## config.mk

```make
export PLATFORM = sky130hd
export DESIGN_NAME = byte_encode_stream
export DESIGN_NICKNAME = d
export VERILOG_FILES = /design/src/rtl/byte_encode_stream.sv
export SDC_FILE = /design/constraint.sdc
export NUM_CORES = 1
export LEC_CHECK = 0
export CAP_MARGIN = 20
export CORE_ASPECT_RATIO = 0.9
export CORE_MARGIN = 1.5
export CORE_UTILIZATION = 45
export CTS_BUF_LIST = sky130_fd_sc_hd__clkbuf_8 sky130_fd_sc_hd__clkbuf_16
export DETAILED_ROUTE_END_ITERATION = 10
export GPL_TIMING_DRIVEN = 0
export PLACE_DENSITY = 0.64
export SETUP_SLACK_MARGIN = 0.15
export SLEW_MARGIN = 10
export SYNTH_ARGS = -nofsm -noshare
export SYNTH_HDL_FRONTEND = slang
export SYNTH_SLANG_ARGS = --single-unit
```

## constraint.sdc

```tcl
create_clock -name clk -period 3.9 [get_ports clk]
set_input_delay 0.78 -clock clk [delete_from_list [all_inputs] [get_ports clk]]
set_output_delay 0.78 -clock clk [all_outputs]
set_load 0.005 [all_outputs]
```

## src/rtl/byte_encode_stream.sv

```systemverilog
// Streaming ByteEncode_D packer: 256 D-bit coefficients in, 32*D little-endian
// packed bytes out, through a 20-bit bit accumulator with valid/ready on both sides.
module byte_encode_stream #(
  parameter int D = 12,
  parameter int N = 256
) (
  input  logic        clk,
  input  logic        reset,
  input  logic        start,
  output logic        busy,
  output logic        done,
  input  logic [11:0] coeff_in,
  input  logic        coeff_valid,
  output logic        coeff_ready,
  output logic [7:0]  byte_out,
  output logic        byte_valid,
  input  logic        byte_ready
);

  localparam int unsigned MASK_I = (1 << D) - 1;
  localparam logic [11:0] MASK   = MASK_I[11:0];
  localparam logic [8:0]  LAST   = 9'(32 * D - 1);
  localparam logic [8:0]  NCOEF  = 9'(N);

  typedef enum logic [1:0] {IDLE, RUN, DONE} state_t;

  state_t      state;
  logic [19:0] acc;
  logic [4:0]  cnt;
  logic [8:0]  coef_cnt;
  logic [8:0]  byte_cnt;
  logic        coeff_hs;
  logic        byte_hs;
  logic [19:0] coeff_sh;

  // Handshake qualifiers come only from registered state, so coeff_ready
  // never depends combinationally on byte_ready or coeff_valid.
  assign coeff_ready = (state == RUN) && (coef_cnt < NCOEF) && (cnt < 5'd8);
  assign byte_valid  = (state == RUN) && (cnt >= 5'd8);
  assign byte_out    = acc[7:0];
  assign busy        = (state == RUN);
  assign done        = (state == DONE);

  assign coeff_hs = coeff_valid && coeff_ready;
  assign byte_hs  = byte_valid && byte_ready;
  // cnt < 8 on a coefficient handshake and D <= 12, so the result fits in 19 bits.
  assign coeff_sh = {8'b0, coeff_in & MASK} << cnt;

  always_ff @(posedge clk) begin
    if (!reset) begin
      state    <= IDLE;
      acc      <= '0;
      cnt      <= '0;
      coef_cnt <= '0;
      byte_cnt <= '0;
    end else begin
      case (state)
        IDLE: begin
          if (start) begin
            state    <= RUN;
            acc      <= '0;
            cnt      <= '0;
            coef_cnt <= '0;
            byte_cnt <= '0;
          end
        end
        RUN: begin
          if (coeff_hs) begin
            acc      <= acc | coeff_sh;
            cnt      <= cnt + 5'(D);
            coef_cnt <= coef_cnt + 9'd1;
          end else if (byte_hs) begin
            acc      <= acc >> 8;
            cnt      <= cnt - 5'd8;
            byte_cnt <= byte_cnt + 9'd1;
            if (byte_cnt == LAST) state <= DONE;
          end
        end
        DONE:    state <= IDLE;
        default: state <= IDLE;
      endcase
    end
  end

endmodule

```

==> summary.md <==
| Metric | Value |
|---|---|
| Htree depth | 2 |
| Final WL | between 6000 and 7000 um |
| Reg2reg setup slack | approximately 1.4 ns |
| CTS tree | built |
| Lkg Pwr | 0.9774 nW |
| Setup violators final | 0 |
| Iter 0 DRT Violations | between 150 and 200 |
| Post-Syn Nets | 324 |
| Die area | approximately 6000 sq um |
| Worst Path Max Fanout | 10 |
| Post-synth EDFFs | 0 |
| Seq cells post-synth | 43 |
| Vias in the first global route | roughly 2200 |
| Yosys cell types | 51 |
| Post-layout minimum cycle time | 2.999 ns |
| Crit Path Class | reg -> out |
| Sink Count | 43 |
| Wire length per cell | around 16 um |
| Via density | between 5 and 6 |
| Max-slew violations | 0 |
| Via count | 2350 |
| Post-Syn Instances | between 300 and 400 |
| Final critical-path share of the clock period | approximately three quarters |
| TritonRoute pass-1 iters | 4 |
| Status | finished clean |
| Seq/Total Area, Yosys | around a third |
| Max Root-Sink Buffers | 2 |
| Power per cell area | between 300 and 400 nW/um^2 |
| CP arrival | about 2.2 ns |
| CTS Buf Count | 5 |
| Largest net degree at the start of global routing | 13 |
| Count of buffers from port buffering | 28 |
| Layout Nets | approximately 360 |
| Worst slew margin | around 59% |
| WP data required | roughly 3.1 ns |
| Fin area | between 2000 and 3000 sq um |
| Dpl cell area | 2859 sq um |
| Final WS setup | about 0.9 ns |
| DRC Markers | 0 |
| Placed Cells | just under 400 |
| CP Capture Type | output pin |
| Fin. Hold Viols | 0 |
| Worst vdd ir | 0.0002186 V |
| Gp weighted congestion | 0.9401 |
| Antenna Nets Post-Route | 0 |
| Core area | 5286 sq um |
| DP HPWL | slightly below 5000 um |
| Die Y | roughly 74 um |
| Clk slew on worst S/H paths | 0.08 ns |
| Main synth FF type | dfxtp_1 |
| Initial Util | roughly 47% |
| Tightest Hold Check Type | reg -> reg |
| Die width | between 80 and 90 um |
| Overall Power | just over 0.001 W |
| GR Util All Layers | between 20% and 30% |
| IO Count | 29 |
| YS warnings | 0 |
| Mapped Avg Cell Area | 8.261 sq um |
| Post CTS Setup Buffer Count | 0 |
| RSZ-0062 raised after global routing | false |
| Max-cap viol count | 0 |
| First-pass GRT wire length | ~11000 um |
| Post-CTS Resized | 0 |
| Insertion delay to the later sink of the worst-skew pair | around 0.3 ns |
| # diodes | 0 |
| Clk_skew | between 0.01 and 0.015 ns |
| Site Rows | 25 |
| Hold_buf cts | 0 |
| CTS Root Cell | clkbuf_8 |
| Fill count | 507 |
| Worst Tran Pin Value | around 0.61 ns |
| Placement Setup Slack | between 1 and 1.5 ns |
| FMAX | 333.4 MHz |
| Initial antenna violation count | 0 |
| Post-synth ARST share | 0% |
| Setup TNS | 0 ns |
| Finished Layout Cells | about 410 |
| Remaining global-route overflow | 0 |
| Share of post-route cells with drive strength above 1 | about a tenth |
| Area Growth Syn to Fin | 18.61% |
| Post-Syn Area | ~2500 sq um |
| Crit path launch type | register |
[flip-flops by register name, indices dropped and copies added, names as in the netlist]
register / count
acc: 20
byte_cnt: 9
cnt: 3
coef_cnt: 9
state: 2
[power by group]
group / switching [W] / internal, W / total [W]
clock network: 0.000162 / 0.000159 / 0.000321
logic: 0.000120 / 0.0000958 / 0.000215
registers: 0.0000153 / 0.000457 / 0.000472
total: 0.000297 / 0.000712 / 0.00101
[Yosys cell counts, drive strengths merged, types with 5 or more instances]
cell type   n  area share [%]
a2111oi     8             2.8
a211oi     14             4.2
a21boi      8             2.4
a21oi      10             2.3
buf        19             5.1
clkbuf      8             1.2
dfxtp      43              35
ha          5             2.5
inv         9             1.4
mux2i      10             4.0
nand2      21             3.2
nand2b      7             1.8
nand3      13             2.6
nand4       5             1.3
nor2       23             3.5
nor3       28             5.6
nor4       12             3.0
o21ai       7             1.4
[cell type report]
cell class,count,area (sq um),share of cell area [%]
clock buffer,7,96.34,3.256
timing repair buffer,28,280.3,9.471
clock inverter,1,3.754,0.1268
tap,67,83.83,2.833
buffer,27,157.7,5.328
multi-input combinational,222,1439,48.63
sequential,43,860.8,29.09
inverter,10,37.54,1.268
[worst paths after layout]
check	from	end	cells after the start
setup reg to reg	cnt[4]	acc[10]	9
hold / removal	acc[12]	acc[12]	2
hold reg to reg	acc[12]	acc[12]	2
setup / recovery	cnt[4]	byte_valid	6
[cells by family (layout without fill, tap and decap cells)]
| kind of cell | Yosys count | after routing | share of synthesized area (%) |
|---|---|---|---|
| AO/OA/AOI/OAI | 71 | 71 | 21.52 |
| XOR/XNOR | 4 | 4 | 1.404 |
| adder cells (fa/ha/maj) | 5 | 5 | 2.508 |
| buffers and inverters | 37 | 73 | 7.823 |
| flip-flops | 43 | 43 | 34.50 |
| multiplexers | 13 | 13 | 5.366 |
| AND/OR/NAND/NOR | 129 | 129 | 26.88 |
[per-layer routing]
metal	track usage, %	share of wire [%]	vias to the layer above
met4	5.364	1.0	0
met3	4.099	4.3	8
met5	0	0	-
li1	-	-	1188
met2	35.54	42	59
met1	35.76	52	1095
[worst max-delay path: stages (launching register included)]
cell,delay [ns]
dfxtp_1,0.31
buf_2,0.22
clkinv_1,0.25
ha_1,0.25
buf_2,0.17
a21oi_1,0.19
clkdlybuf4s50_1,0.53
[cell usage in the layout (no fill, tap or decap), drive strengths merged, types with 2 or more instances in the layout]
cell | netlist | routed
a21oi | 10 | 10
ha | 5 | 5
o21a | 4 | 4
a21boi | 8 | 8
nand2 | 21 | 21
nor2 | 23 | 23
o32ai | 2 | 2
a2111oi | 8 | 8
a22o | 4 | 4
mux2i | 10 | 10
mux2 | 3 | 3
a211oi | 14 | 14
nor3 | 28 | 28
dfxtp | 43 | 43
nand3b | 2 | 2
o21ai | 7 | 7
a311oi | 3 | 3
nand2b | 7 | 7
inv | 9 | 10
buf | 19 | 19
and3 | 2 | 2
a2111o | 3 | 3
nand3 | 13 | 13
nand4 | 5 | 5
xnor2 | 4 | 4
and2 | 3 | 3
nor4 | 12 | 12
clkbuf | 8 | 15
or3 | 2 | 2
nor2b | 2 | 2
and4 | 2 | 2
clkdlybuf4s50 | 0 | 28
[per-stage QoR]
step | hold WS, ns | utilization [%]
3_3_place_gp | 0.4527 | 54.08
2_1_floorplan | 0.4385 | -
3_5_place_dp | 0.4664 | 54.08
6_report | 0.4770 | 55.98
5_1_grt | 0.5090 | 55.98
4_1_cts | 0.4805 | 55.98
(Power assumes the default switching activity.)
